--- config.mk ---
export PLATFORM = sky130hd
export DESIGN_NAME = wb_regfile
export DESIGN_NICKNAME = d
export VERILOG_FILES = /design/src/rtl/mips_pkg.sv /design/src/rtl/regfile_core.sv /design/src/rtl/wb_regfile.sv
export SDC_FILE = /design/constraint.sdc
export NUM_CORES = 2
export LEC_CHECK = 0
export CELL_PAD_IN_SITES_DETAIL_PLACEMENT = 0
export CELL_PAD_IN_SITES_GLOBAL_PLACEMENT = 1
export CORE_ASPECT_RATIO = 1.75
export CORE_MARGIN = 4
export CORE_UTILIZATION = 45
export DETAILED_ROUTE_END_ITERATION = 8
export GPL_TIMING_DRIVEN = 1
export MAX_ROUTING_LAYER = met4
export PLACE_DENSITY = 0.83
export SLEW_MARGIN = 20
export SYNTH_ARGS = -nofsm -noshare
export SYNTH_HDL_FRONTEND = slang
export SYNTH_SLANG_ARGS = --single-unit
--- constraint.sdc ---
create_clock -name clk -period 3.7 [get_ports clk]
set_input_delay 0.74 -clock clk [delete_from_list [all_inputs] [get_ports clk]]
set_output_delay 0.74 -clock clk [all_outputs]
set_load 0.01 [all_outputs]
--- src/rtl/mips_pkg.sv ---
// Shared MIPS datapath constants and types.
// Used by the writeback/register-file slice.
package mips_pkg;

   localparam int DATA_W = 32;
   localparam int ADDR_W = 5;

   typedef logic [ADDR_W-1:0] reg_idx_t;
   typedef logic [DATA_W-1:0] word_t;

   localparam reg_idx_t REG_ZERO = 5'd0;

endpackage

--- src/rtl/regfile_core.sv ---
// Plain 2R1W register array with synchronous clear.
// Index-0 masking and bypass live in wb_regfile.
module regfile_core #(
   parameter int DATA_W = mips_pkg::DATA_W,
   parameter int ADDR_W = mips_pkg::ADDR_W
) (
   input  logic              clk,
   input  logic              rst,
   input  logic              we,
   input  logic [ADDR_W-1:0] wa,
   input  logic [DATA_W-1:0] wd,
   input  logic [ADDR_W-1:0] ra1,
   input  logic [ADDR_W-1:0] ra2,
   output logic [DATA_W-1:0] rd1,
   output logic [DATA_W-1:0] rd2
);

   localparam int DEPTH = 2 ** ADDR_W;

   logic [DATA_W-1:0] mem [DEPTH];

   always_ff @(posedge clk) begin
      if (rst) begin
         for (int i = 0; i < DEPTH; i++) begin
            mem[i] <= '0;
         end
      end else if (we) begin
         mem[wa] <= wd;
      end
   end

   assign rd1 = mem[ra1];
   assign rd2 = mem[ra2];

endmodule

--- src/rtl/wb_regfile.sv ---
// Writeback result select, register file commit and ID read ports.
// Define WB_BYPASS_EN for same-cycle write-through on the read ports.
module wb_regfile #(
   parameter int DATA_W = mips_pkg::DATA_W,
   parameter int ADDR_W = mips_pkg::ADDR_W,
   parameter int CNT_W  = 32
) (
   input  logic              clk,
   input  logic              rst,
   input  logic [DATA_W-1:0] ReadData_WB,
   input  logic [DATA_W-1:0] ALUResult_WB,
   input  logic [ADDR_W-1:0] writereg_WB,
   input  logic              RegWrite_WB,
   input  logic              MemtoReg_WB,
   input  logic [ADDR_W-1:0] ra1,
   input  logic [ADDR_W-1:0] ra2,
   output logic [DATA_W-1:0] rd1,
   output logic [DATA_W-1:0] rd2,
   output logic [DATA_W-1:0] Result_WB,
   output logic [CNT_W-1:0]  wb_count
);

   import mips_pkg::REG_ZERO;

   localparam logic [ADDR_W-1:0] ZERO_IDX = ADDR_W'(REG_ZERO);

   logic              commit;
   logic [DATA_W-1:0] core_rd1;
   logic [DATA_W-1:0] core_rd2;

   assign Result_WB = MemtoReg_WB ? ReadData_WB : ALUResult_WB;

   // Reset wins over a write presented in the same cycle.
   assign commit = !rst && RegWrite_WB && (writereg_WB != ZERO_IDX);

   regfile_core #(
      .DATA_W (DATA_W),
      .ADDR_W (ADDR_W)
   ) u_core (
      .clk (clk),
      .rst (rst),
      .we  (commit),
      .wa  (writereg_WB),
      .wd  (Result_WB),
      .ra1 (ra1),
      .ra2 (ra2),
      .rd1 (core_rd1),
      .rd2 (core_rd2)
   );

   always_comb begin
      rd1 = core_rd1;
      if (rst || ra1 == ZERO_IDX) begin
         rd1 = '0;
      end
`ifdef WB_BYPASS_EN
      else if (commit && writereg_WB == ra1) begin
         rd1 = Result_WB;
      end
`endif
   end

   always_comb begin
      rd2 = core_rd2;
      if (rst || ra2 == ZERO_IDX) begin
         rd2 = '0;
      end
`ifdef WB_BYPASS_EN
      else if (commit && writereg_WB == ra2) begin
         rd2 = Result_WB;
      end
`endif
   end

   // Saturating commit counter.
   always_ff @(posedge clk) begin
      if (rst) begin
         wb_count <= '0;
      end else if (commit && wb_count != '1) begin
         wb_count <= wb_count + 1'b1;
      end
   end

endmodule

==> run_results.csv <==
group,metric,value,unit
sta,fin_crit,3.735,ns
yosys,async_flop_share,0,%
detailed_routing,wire_per_inst,33.91,µm
clock_tree,path_clk_slew,0.06,ns
floorplan,dieArea,126200,µm²
yosys,synthCells,3708,
sta,drv_slew,0,
power,leakage,0.02382,µW
detailed_routing,wl,193.1,mm
global_routing,overflow,0,
critical_path,cp_data_arrival_time,3.00,ns
critical_path,worstPathRequired,2.96,ns
placed_design,port_buffers,210,
critical_path,critPathMaxStageDelay,0.52,ns
sta,grt_setup_unrepaired,"true",
yosys,synth_edf_count,1024,
outcome,failed_checks,"negative setup slack",
critical_path,crit_top_cell,"buf_16",
power,power,28950,µW
power,vdd_drop_max,0.3626,mV
layout,area_delta_synth_final,20.88,%
power,comb_power_share,14.6,%
outcome,outcome,"finished with violations",
yosys,synthDistinctLibCells,58,
sta,setup_tns,-0.05334,ns
power,powerDensity,442.2,nW/µm²
yosys,syn-cell-area,54160,µm²
detailed_routing,vias,38102,
detailed_routing,vias_per_cell,6.690,
power,p_sw_share,24.88,%
clock_tree,cts_tree,"built",
hold_path,min_path_type,"in -> reg",
placed_design,place_congestion,0.9059,
yosys,yosysSeqAreaShare,57.96,%
detailed_routing,drt_iter0_markers,5574,
detailed_routing,firstDrtPassIters,6,
power,pwr-share-seq,48.7,%
power,p_clk_share,36.7,%
global_routing,grt_start_max_net_pins,33,
sta,worst_pin_slew,0.8557,ns
floorplan,ioPinCount,211,
critical_path,slowest_stage,"clkdlybuf4s50_1",
hold_path,hold_path_startpoint,"rst",
global_routing,grt.total_usage,31.04,%
global_routing,grt_pass1_wl,271.1,mm
sta,fmax,0.2677,GHz
hold_path,min_delay_worst_endpoint,"wb_count[13]$_SDFFE_PP0P_",
layout,drive_above_1_share,30.52,%
floorplan,fp.dieH,466.9,µm
sta,relSlewSlack,42.83,%
power,switchingPower,7202,µW
global_routing,antenna_found_initial,6,
power,power.internal,21750,µW
critical_path,crit_chain,"buf_16 -> buf_16 -> mux4_2 -> mux2i_1 -> o22ai_1 -> or2_1 -> clkdlybuf4s50_1",
sta,finalWorstSetupSlack,-0.03525,ns
detailed_routing,drtAntennaViolNets,0,
clock_tree,clockRootBuffer,"clkbuf_16",
detailed_routing,drc,0,
floorplan,start_util,45.28,%
critical_path,end_kind,"primary output",
global_routing,grt_pass1_vias,38757,
sta,finalSetupViolCount,2,
yosys,ys_ff_latch,1056,
sta,finalHoldViolCount,0,
critical_path,reg2reg_depth,6,
critical_path,reg2reg_from,"wb_count[0]$_SDFFE_PP0P_",
clock_tree,clock_insertion_delay_worst_skew,0.72,ns
yosys,yosys_warnings,0,
clock_tree,clock-sinks,1056,
floorplan,die_x,270.2,µm
floorplan,core,119600,µm²
clock_tree,hold_buffers,0,
hold_path,min_delay_path_depth,2,
critical_path,path_buf_inv,3,
run,maxCapViolations,0,
critical_path,reg2reg_to,"wb_count[22]$_SDFFE_PP0P_",
critical_path,crit_path_start_kind,"primary input",
sta,fin_crit_sh,101.0,%
placed_design,dp_hpwl,123.9,mm
layout,final_util,54.73,%
yosys,syn_area_per_cell,14.61,µm²
yosys,ys.flop_type,"edfxtp_1",
clock_tree,cts_made_buffers,96,
floorplan,placementRows,168,
critical_path,reg2reg_slack,1.32,ns
clock_tree,clockBufferDepth,3,
layout,finalNetCount,4164,
critical_path,cp_top_family,"multiplexers",
critical_path,crit_fanout,14,
critical_path,path_class,"in -> out",
sta,skew,0.01814,ns
clock_tree,htree_levels,3,
[synthesized netlist by cell type (all sizes together) (13+ instances only)]
cell type	count	area share [%]
buf	146	1.6
mux4	512	21
or2	68	0.79
clkbuf	232	1.6
dfxtp	32	1.2
edfxtp	1024	57
mux2i	288	5.3
o22ai	128	1.5
o21ai	18	0.23
nand3	14	0.18
nand4	13	0.16
nand2	81	0.56
nor2	1005	7.0
a21oi	28	0.34
or3	16	0.20
o31ai	13	0.20
inv	35	0.24
[worst max-delay path by stage]
stage / from / end / slack [ns] / cells after the start
floorplan: ra1[1] / rd1[10] / 0.67 / 7
global placement: ra1[3] / rd1[1] / -0.21 / 9
detailed placement: ra1[3] / rd1[1] / -0.23 / 9
CTS: ra1[3] / rd1[1] / -0.01 / 9
global route: ra2[4] / rd2[15] / -0.04 / 8
finish: ra1[0] / rd1[26] / -0.04 / 7
[repair_timing]
action	4_1_cts	5_1_grt
endpoints found under the setup margin	31	47
pin swaps	1	4
gates resized for setup	39	68
cloned	6	0
buffers inserted	8	15
[flip-flops by register name (all words and copies together) (netlist names)]
| signal | flops |
|---|---|
| u_core.mem | 1024 |
| wb_count | 32 |
[routing by layer]
| layer | part of all wire (%) | track usage (%) |
|---|---|---|
| met5 | 0 | - |
| met4 | 8.3 | 20.62 |
| met1 | 31 | 33.96 |
| met3 | 12 | 7.768 |
| met2 | 49 | 50.46 |
[layout by cell type, fill, tap and decap left out, types with 10 or more instances in the layout]
cell type and n:
a21oi_1 18, buf_12 100, buf_16 14, buf_4 288
bufinv_16 16, clkbuf_1 15, clkbuf_16 98, clkdlybuf4s50_1 169
clkinv_1 12, clkinv_2 19, conb_1 32, dfxtp_1 32
dlymetal6s2s_1 28, edfxtp_1 1024, inv_1 34, mux2i_1 231
mux2i_2 26, mux2i_4 31, mux4_2 512, nand2_1 16
nand2_2 65, nand4_1 12, nor2_1 1002, o22ai_1 118
o31ai_1 10, or2_1 61, or4_1 11
[logic make-up after synthesis]
group           synth area share [%]
simple gates                   9.546
flops                          57.96
other cells                 0.006924
fa+ha+maj                    0.02310
mux                            26.66
compound gates                 2.343
buf+inv                        3.458
[power groups by stage]
| stage | sequential (µW) | clock (µW) | combinational [µW] |
|---|---|---|---|
| CTS | 14100 | 10700 | 4140 |
| global placement | 14300 | 0 | 4010 |
| global route | 14100 | 11100 | 4380 |
| finish | 14100 | 10600 | 4230 |
| detailed placement | 14300 | 0 | 4040 |
| floorplan | 14200 | 0 | 2280 |
[per-stage QoR]
step | hold WS [ns] | setup WS, ns | cell area (µm²) | instances
floorplan | 0.5038 | 0.6659 | 54270 | 3739
global placement | 0.4721 | -0.2131 | 61360 | 5484
finish | 0.3803 | -0.03525 | 65460 | 5695
detailed placement | 0.4939 | -0.2278 | 61360 | 5484
CTS | 0.3213 | -0.01222 | 65090 | 5674
global route | 0.3731 | -0.04138 | 65450 | 5690
[layout make-up]
cell class / instances / area [µm²]
multi-input cells: 2269 / 21770
clock buffers: 113 / 2509
fillers: 9298 / 54140
well taps: 1530 / 1914
flip-flops and latches: 1056 / 31390
clock inverters: 63 / 764.5
repair buffers: 622 / 6963
inverters: 35 / 131.4
diodes: 7 / 17.52
No activity file was read; power rests on OpenSTA's default activity.
